**config.mk**
```make
export PLATFORM = sky130hd
export DESIGN_NAME = proc_dmem_mmio
export DESIGN_NICKNAME = d
export VERILOG_FILES = /design/src/rtl/proc_dmem_mmio.sv
export SDC_FILE = /design/constraint.sdc
export NUM_CORES = 1
export LEC_CHECK = 0
export CAP_MARGIN = 20
export CORE_MARGIN = 5
export CORE_UTILIZATION = 50
export DETAILED_ROUTE_END_ITERATION = 6
export PLACE_DENSITY_LB_ADDON = 0.05
export SYNTH_ARGS = -nofsm -noshare
export SYNTH_HDL_FRONTEND = slang
export SYNTH_SLANG_ARGS = --single-unit
```
**constraint.sdc**
```tcl
create_clock -name clk -period 7.5 [get_ports clk]
set_input_delay 1.125 -clock clk [delete_from_list [all_inputs] [get_ports clk]]
set_output_delay 1.125 -clock clk [all_outputs]
set_load 0.005 [all_outputs]
```
**src/rtl/proc_dmem_mmio.sv**
```systemverilog
// Data-memory MMIO front end for the datapath M stage.
// Forwards non-MMIO accesses to data memory. Inside the 16-byte window it serves
// an output FIFO, a status register, a cycle counter and a control register.
// All read data is combinational in the request cycle.
module proc_dmem_mmio #(
  parameter int unsigned p_depth     = 4,
  parameter logic [31:0] p_mmio_base = 32'h0000_F000
) (
  input  logic        clk,
  input  logic        rst,
  input  logic        dmemreq_val,
  input  logic        dmemreq_type,
  input  logic [31:0] dmemreq_addr,
  input  logic [31:0] dmemreq_wdata,
  output logic [31:0] dmemresp_rdata,
  output logic        memreq_val,
  output logic        memreq_type,
  output logic [31:0] memreq_addr,
  output logic [31:0] memreq_wdata,
  input  logic [31:0] memresp_rdata,
  output logic        out_val,
  input  logic        out_rdy,
  output logic [31:0] out_data
);

  localparam int unsigned PtrW = (p_depth > 1) ? $clog2(p_depth) : 1;
  localparam int unsigned CntW = $clog2(p_depth + 1);

  localparam logic [1:0] RegOut    = 2'd0;
  localparam logic [1:0] RegStatus = 2'd1;
  localparam logic [1:0] RegCycle  = 2'd2;
  localparam logic [1:0] RegCtrl   = 2'd3;

  logic [31:0]     mem_q [p_depth];
  logic [PtrW-1:0] head_q, head_d;
  logic [PtrW-1:0] tail_q, tail_d;
  logic [CntW-1:0] count_q, count_d;
  logic            ovf_q, ovf_d;
  logic [31:0]     cycle_q, cycle_d;

  logic       hit;
  logic [1:0] reg_sel;
  logic       mmio_st;
  logic       push, push_acc, pop, flush, clr_ovf, cyc_wr;
  logic [7:0] count8;
  logic       unused_addr;

  // Byte offset within a word is meaningless for these word registers.
  assign unused_addr = ^dmemreq_addr[1:0];

  // Request decode.
  assign hit     = dmemreq_addr[31:4] == p_mmio_base[31:4];
  assign reg_sel = dmemreq_addr[3:2];
  assign mmio_st = dmemreq_val && hit && dmemreq_type;

  assign push    = mmio_st && (reg_sel == RegOut);
  assign flush   = mmio_st && (reg_sel == RegCtrl) && dmemreq_wdata[0];
  assign clr_ovf = mmio_st && (reg_sel == RegCtrl) && dmemreq_wdata[1];
  assign cyc_wr  = mmio_st && (reg_sel == RegCycle);
  // Flush wins over a simultaneous pop.
  assign pop      = out_val && out_rdy && !flush;
  // A full FIFO still accepts a push when the head leaves in the same cycle.
  assign push_acc = push && ((count_q < CntW'(p_depth)) || pop);

  // Pass-through to data memory.
  assign memreq_val   = dmemreq_val && !hit;
  assign memreq_type  = dmemreq_type;
  assign memreq_addr  = dmemreq_addr;
  assign memreq_wdata = dmemreq_wdata;

  assign out_val  = (count_q != '0);
  assign out_data = mem_q[head_q];
  assign count8   = 8'(count_q);

  // Load data mux: memory, MMIO register, or zero when idle.
  always_comb begin
    dmemresp_rdata = 32'h0;
    if (dmemreq_val) begin
      if (!hit) begin
        dmemresp_rdata = memresp_rdata;
      end else begin
        unique case (reg_sel)
          RegStatus: dmemresp_rdata = {ovf_q, 23'b0, count8};
          RegCycle:  dmemresp_rdata = cycle_q;
          default:   dmemresp_rdata = 32'h0;
        endcase
      end
    end
  end

  // FIFO pointer/occupancy/overflow and cycle counter next state.
  always_comb begin
    head_d  = head_q;
    tail_d  = tail_q;
    count_d = count_q;
    ovf_d   = ovf_q;
    cycle_d = cyc_wr ? dmemreq_wdata : cycle_q + 32'd1;
    if (flush) begin
      head_d  = '0;
      tail_d  = '0;
      count_d = '0;
    end else begin
      if (pop)      head_d = head_q + PtrW'(1);
      if (push_acc) tail_d = tail_q + PtrW'(1);
      if (push_acc && !pop)      count_d = count_q + CntW'(1);
      else if (!push_acc && pop) count_d = count_q - CntW'(1);
    end
    if (push && !push_acc) ovf_d = 1'b1;
    if (clr_ovf)           ovf_d = 1'b0;
  end

  // State registers; reset clears everything including FIFO storage.
  always_ff @(posedge clk or posedge rst) begin
    if (rst) begin
      head_q  <= '0;
      tail_q  <= '0;
      count_q <= '0;
      ovf_q   <= 1'b0;
      cycle_q <= 32'h0;
      for (int i = 0; i < int'(p_depth); i++) mem_q[i] <= 32'h0;
    end else begin
      head_q  <= head_d;
      tail_q  <= tail_d;
      count_q <= count_d;
      ovf_q   <= ovf_d;
      cycle_q <= cycle_d;
      if (push_acc) mem_q[tail_q] <= dmemreq_wdata;
    end
  end

endmodule

```
; After elaboration in Yosys (flattened, before gate mapping)
; Cells that the tools add are included.
[word_totals]
reg_bits = 168
input_bits = 101
wordCells = 69
output_inout_bits = 131
[op_classes]
n_reduce_logical = 26
magnitude_cmp = 4
mux = 19
add_sub_neg = 5
bitwise = 2
eq_ne = 4
[op_table]
columns = cell, n
row1 = $mux W32, 6
row2 = $bwmux W128, 1
row3 = $bmux W32 S2, 1
row4 = $demux W32 S2, 1
row5 = $pmux W32 S2, 1
row6 = $add A32 B1 Y32 const B, 1
row7 = $eq A28 B12 Y1 const B, 1
row8 = $logic_and A1 B1 Y1, 15
row9 = $mux W3, 3
row10 = $mux W2, 4
row11 = $ge A3 B3 Y1 const B, 2
row12 = $not A2 Y3, 2
row13 = $reduce_bool A2 Y1, 3
row14 = $reduce_bool A3 Y1, 2
row15 = $add A2 B1 Y2 const B, 2
row16 = $eq A2 B2 Y1 const B, 2
row17 = $logic_not A1 Y1, 4
row18 = $add A3 B1 Y3 const B, 1
row19 = $lt A3 B1 Y1 const B, 1
row20 = $lt A3 B3 Y1 const B, 1
row21 = $sub A3 B1 Y3 const B, 1
row22 = $eq A2 B1 Y1 const B, 1
row23 = $logic_not A2 Y1, 1
row24 = $mux W1, 2
row25 = $logic_or A1 B1 Y1, 1

; Depth between registers and ports, before layout
; Gate-level depths: netlist of the first run.
[logic_depth]
depth_word = 14
depth_mapped = 9
ltp_nobuf = 9

; Worst setup path after synthesis of the first run
; No wires, ideal clock.
[synth_timing]
path_kind = input to output
startpoint = input port dmemreq_addr[29]
endpoint = output port dmemresp_rdata[12]
path_slack_ns = 3.529
t_required_ns = 6.375
path_buffers = 2
arrival_ns = 2.846
path_stages = 7
path_cell_list = or4_1 > nor3_2 > nand2_1 > and2_1 > clkbuf_1 > buf_2 > a22o_1
[synth_via]
elab_chain_len = 3
[synth_rtl]
columns = element, line
row1 = from (decl), 13  ; input logic [31:0] dmemreq_addr,
row2 = $eq A28 B12 Y1, 52  ; assign hit = dmemreq_addr[31:4] == p_mmio_base[31:4];
row3 = $mux W32, 79  ; if (!hit) begin
row4 = $mux W32, 78  ; if (dmemreq_val) begin
row5 = to (decl), 15  ; output logic [31:0] dmemresp_rdata,
; No other way between the ends.

; Worst setup path after layout of the first run
[layout_timing]
startpoint = input port dmemreq_addr[14]
endpoint = output port dmemresp_rdata[3]
; Same word-level chain as after synthesis.

==> flow_summary.toml, run 1 <==
[setup_path]
end_kind = "primary output"
worstPathArrival_ns = 4.42
crit_required_ns = 6.38
worstSetupPathType = "in -> out"
r2r_cells = 4
start_kind = "input pin"
reg2reg_from = "count_q[2]"
r2r_slack_ns = 4.91
critPathMaxFanout = 16
r2r-end = "mem_q[10]"

[synthesis]
synthSimpleGateAreaFrac_pct = 8.56
syn_nets = 826
netlist_top_cells_area = "dfrtp_1, mux2_2, mux4_2"
synthArstFlopShare_pct = 100
synth_top_area_share_pct = 47.3
synth.avg_cell_area_sq_um = 12.4
synthMuxAreaShare_pct = 24.7
synth-main-ff-cell = "dfrtp_1"
synth_top_family_by_area = "multiplexers"
synth_fa_ha_area_share_pct = 1.49
synth_largest_area_cell = "dfrtp_1"
syn-instance-count = 715
synth_edf_count = 0
synth-seq-cells = 168
synth_seq_area_share_pct = 47.3
synth_cell_types = 40
netlist_top_cells_count = "dfrtp_1, mux2_2, buf_4"
yosysMostFrequentCell = "dfrtp_1"
synth_xor_area_share_pct = 3.25
ys.warnings.count = 0
synth_compound_area_share_pct = 5.94
syn-cell-area_sq_mm = 0.00889

[routing]
vias_per_cell = 5.60
route.detailed.drc = 0
drt_iter0_drc = 251
vias = 6173
wirelength_mm = 21.7
dr.pass1.iters = 4
wire_per_inst_um = 19.7
ant_nets = 0

[clock_network]
cts_resized = 0
cts_sinks = 168
cts_root_buf = "clkbuf_16"
cts_setup_buffers = 0
insertion_delay_ns = 0.43
numCtsBuffers = 17
cts_tree = "built"
holdBufCountCts = 0
clk_pin_slew_ns = 0.07
clockBufferDepth = 2
htreeDepth = 4

[layout]
nets = 976
drive_gt1_share_pct = 23.9
syn2layout_area_growth_pct = 28.3
antennaDiodeCount = 0

[hold_path]
hold_path_depth = 1
whs_endpoint = "mem_q[62]"
hold_path_class = "reg -> reg"
hold_path.startpoint = "mem_q[62]"

[sta]
timing_hold_violations_final = 0
clock_skew_ns = 0.00868
worst_pin_slew_ns = 1.04
setup_viol = 0
post-route-min-period_ns = 5.54
grt_setup_unrepaired = "false"
setup_tns_ns = 0
whs_ns = 0.501
fin_ws_ns = 1.96
max_clock_freq_mhz = 180
drv_slew = 0
period_share_pct = 73.9
slew-limit-headroom_pct = 30.3

[global_route]
grt_pass1_vias = 6493
antenna_found_initial = 0
grt_max_degree = 76
track_usage_pct = 21.5
grt_pass1_wl_mm = 34.4
gr-total-overflow = 0

[floorplanning]
die_w_um = 143
coreArea_sq_mm = 0.0174
dieArea_sq_mm = 0.0205
io_pins = 232
die_y_um = 143
rows = 48
start_util_pct = 51.2

[pwr]
power_density_mw_per_mm2 = 168
p_leak_nw = 4.95
max-vdd-ir-drop_uv = 157

[placement]
pre_cts_slack_ns = 1.75
hpwl_mm = 15.0
place.gp.congestion = 0.807
io_buffers = 227

[outcome]
status = "finished clean"

[job]
max-cap-violations = 0
[worst max-delay path by stage]
stage                      from            endpoint  slack [ns]  cells past startpoint
2_1_floorplan               rst          count_q[0]        1.83                      1
3_3_place_gp    dmemreq_addr[7]   dmemresp_rdata[3]        1.87                      7
3_5_place_dp    dmemreq_addr[7]   dmemresp_rdata[3]        1.75                      7
4_1_cts        dmemreq_addr[14]   dmemresp_rdata[3]        1.74                      7
5_1_grt         dmemreq_addr[7]  dmemresp_rdata[15]        1.72                      8
6_report       dmemreq_addr[14]   dmemresp_rdata[3]        1.96                      8
[registers in the layout (all words and copies together), names as in the netlist]
name	flops
cycle_q	32
head_q	2
tail_q	2
ovf_q	1
mem_q	128
count_q	3
[layout by cell type, fill, tap and decap left out, drive strengths merged]
cell type | synthesis | layout
and2 | 2 | 2
nand4 | 8 | 8
or4 | 5 | 5
mux2 | 129 | 129
and4 | 4 | 4
inv | 15 | 23
a211oi | 1 | 1
clkinvlp | 0 | 2
a211o | 2 | 2
and3 | 7 | 7
or2 | 1 | 1
xor2 | 6 | 6
nor4 | 10 | 10
a22o | 32 | 32
clkdlybuf4s50 | 0 | 227
nand2b | 1 | 1
fa | 1 | 1
mux2i | 2 | 2
a31oi | 2 | 2
nand3 | 21 | 21
buf | 87 | 6
ha | 9 | 9
clkbuf | 15 | 17
clkinv | 0 | 5
nor3 | 14 | 14
o21ai | 29 | 29
nand2 | 52 | 52
nor4bb | 1 | 1
mux4 | 32 | 32
a21boi | 5 | 5
a21oi | 2 | 2
or3 | 4 | 4
a2111oi | 1 | 1
nor2 | 17 | 17
nor4b | 2 | 2
o31a | 1 | 1
xnor2 | 27 | 27
dfrtp | 168 | 168
[stage by stage]
step	utilization (%)	total power, mW	cell area (sq um)	std cells
2_1_floorplan	-	0.984	8890	715
3_3_place_gp	62.0	1.09	10800	1068
3_5_place_dp	62.2	1.09	10800	1069
4_1_cts	65.5	1.94	11400	1101
5_1_grt	65.7	1.99	11400	1103
6_report	65.7	1.92	11400	1103
[worst max-delay path, stage by stage]
cell	delay [ns]
clkdlybuf4s50_1	0.48
nor4bb_1	0.37
nand4_1	0.35
nor2_1	0.54
and3_1	0.64
buf_8	0.24
a22o_1	0.16
clkdlybuf4s50_1	0.50
[area by class of cell]
cell class | count | area [sq um]
fill | 1292 | 5950
sequential | 168 | 4210
multi-input combinational | 430 | 3920
timing repair buffer | 233 | 2350
clock buffer | 17 | 425
tap | 225 | 282
clock inverter | 15 | 156
inverter | 15 | 61.3
[per-layer routing]
layer / share of wire [%] / up-vias / GRT usage (%) / routed length, um
li1: - / 2847 / - / -
met1: 42 / 3138 / 28.5 / 9210
met2: 52 / 173 / 36.9 / 11200
met3: 5.2 / 15 / 4.16 / 1120
met4: 0.80 / 0 / 4.96 / 174
met5: 0 / - / 0 / 0
[power by group]
part	internal, mW	switching (mW)	total (mW)
logic	0.101	0.0657	0.167
registers	0.905	0.00000176	0.905
clock network	0.445	0.401	0.845
total	1.45	0.466	1.92
[kinds of logic after synthesis]
| logic type | after synthesis |
|---|---|
| flip-flops | 168 |
| multiplexers | 163 |
| AND/OR/NAND/NOR | 149 |
| buffers and inverters | 117 |
| AO/OA/AOI/OAI | 75 |
| XOR/XNOR | 33 |
| adder cells (fa/ha/maj) | 10 |
Power figures use the tool's default switching activity.
==> run 2, diff against run 1 <==
Clock period 7.5 ns to 5.6 ns, I/O delays scaled along.
==> run 2 against run 1 <==
Compared with the run above: sequential cell count is the same; non-clock buffer count grew 1; power grew 32%; cell count is essentially flat.
==> flow_summary.toml, run 2 (synthesis results as in run 1) <==
[clock_network]
clk_pin_slew_ns = 0.06
insertion_delay_ns = 0.42
cts_resized = 0
htreeDepth = 4
cts_tree = "built"
cts_root_buf = "clkbuf_16"
cts_sinks = 168
holdBufCountCts = 0
cts_setup_buffers = 0
numCtsBuffers = 17
clockBufferDepth = 2

[setup_path]
end_kind = "primary output"
worstPathArrival_ns = 3.90
worstSetupPathType = "in -> out"
start_kind = "input pin"
critPathMaxFanout = 28
crit_required_ns = 4.76

[layout]
antennaDiodeCount = 0
largest_reg_flops = 128
fin_cells = 1104
syn2layout_area_growth_pct = 28.2
drive_gt1_share_pct = 24.0
regMostFlops = "mem_q"
n_fill_cell = 1331
biggestRegsByFlops = "mem_q (128), cycle_q (32), count_q (3)"
nets = 977
final_cell_mix = "clkdlybuf4s50_1, dfrtp_1, mux2_2"
final_common_cell = "clkdlybuf4s50_1"
design_area_sq_mm = 0.0114
utilization_pct = 65.7

[pwr]
max-vdd-ir-drop_uv = 257
power_density_mw_per_mm2 = 223
power.total_mw = 2.54
p_leak_nw = 4.96

[sta]
grt_setup_unrepaired = "false"
clock_skew_ns = 0.00812
slew-limit-headroom_pct = 31.5
drv_slew = 0
post-route-min-period_ns = 4.74
setup_viol = 0
timing_hold_violations_final = 0
period_share_pct = 84.6
whs_ns = 0.502
setup_tns_ns = 0
fin_ws_ns = 0.861
max_clock_freq_mhz = 211
worst_pin_slew_ns = 1.02

[floorplanning]
rows = 48
io_pins = 232
start_util_pct = 51.2
die_w_um = 143
dieArea_sq_mm = 0.0205
die_y_um = 143
coreArea_sq_mm = 0.0174

[global_route]
grtUsageMet3_pct = 3.63
grt_max_degree = 110
grt_pass1_wl_mm = 34.9
track_usage_pct = 21.7
gr-total-overflow = 0
busiest_layer = "met2"
global_route.usage.met2_pct = 38.5
grt_pass1_vias = 6632
grt_util_met1_pct = 28.2
antenna_found_initial = 0

[routing]
dr.pass1.iters = 4
vias_per_cell = 5.58
wirelength_mm = 21.9
drt_iter0_drc = 190
ant_nets = 0
route.detailed.drc = 0
wire_per_inst_um = 19.9
vias = 6163

[hold_path]
hold_path_class = "reg -> reg"

[outcome]
status = "finished clean"

[placement]
placedCellCount = 1070
place_area_sq_mm = 0.0108
place.gp.congestion = 0.789
io_buffers = 227
hpwl_mm = 15.2
pre_cts_slack_ns = 0.852

[job]
max-cap-violations = 0
run 2: cell count changes in the layout (fill, tap and decap cells not counted), sizes merged:
cell / before / now
inv: 23 / 18
clkbuf: 17 / 20
clkinv: 5 / 8
buf: 6 / 7
clkinvlp: 2 / 1
run 2: worst paths after layout:
| kind | cells past startpoint | slack, ns | to | from |
|---|---|---|---|---|
| setup reg to reg | 4 | 3.01 | mem_q[9] | count_q[2] |
| max in group asynchronous | 4 | 3.77 | mem_q[86] | rst |
| hold / removal | 1 | 0.50 | mem_q[47] | mem_q[47] |
| min in group asynchronous | 2 | 0.69 | mem_q[70] | rst |
| hold reg to reg | 1 | 0.50 | mem_q[47] | mem_q[47] |
| setup / recovery | 8 | 0.86 | dmemresp_rdata[22] | dmemreq_addr[7] |
run 2: metal layers:
layer	wire (um)	vias up
met2	11400	167
met5	0	-
met4	208	0
li1	-	2846
met3	1040	18
met1	9260	3132
run 2: cell type report:
class | instances | area, sq um | area share [%]
clock buffer | 20 | 467 | 4.10
clock inverter | 12 | 93.8 | 0.824
inverter | 15 | 61.3 | 0.538
multi-input combinational | 430 | 3920 | 34.4
sequential | 168 | 4210 | 36.9
tap | 225 | 282 | 2.47
timing repair buffer | 234 | 2360 | 20.8
run 2: worst max-delay path, stage by stage:
cell and delay [ns]:
clkdlybuf4s50_1 0.42, nor4b_1 0.42, nand4_1 0.35, nor2_1 0.55
and3_1 0.23, buf_4 0.33, a22o_1 0.22, clkdlybuf4s50_1 0.54
run 2: report_power, final:
| group | total, mW | internal (mW) | switching [mW] |
|---|---|---|---|
| registers | 1.21 | 1.21 | 0.00000238 |
| logic | 0.225 | 0.137 | 0.0880 |
| clock network | 1.10 | 0.610 | 0.491 |
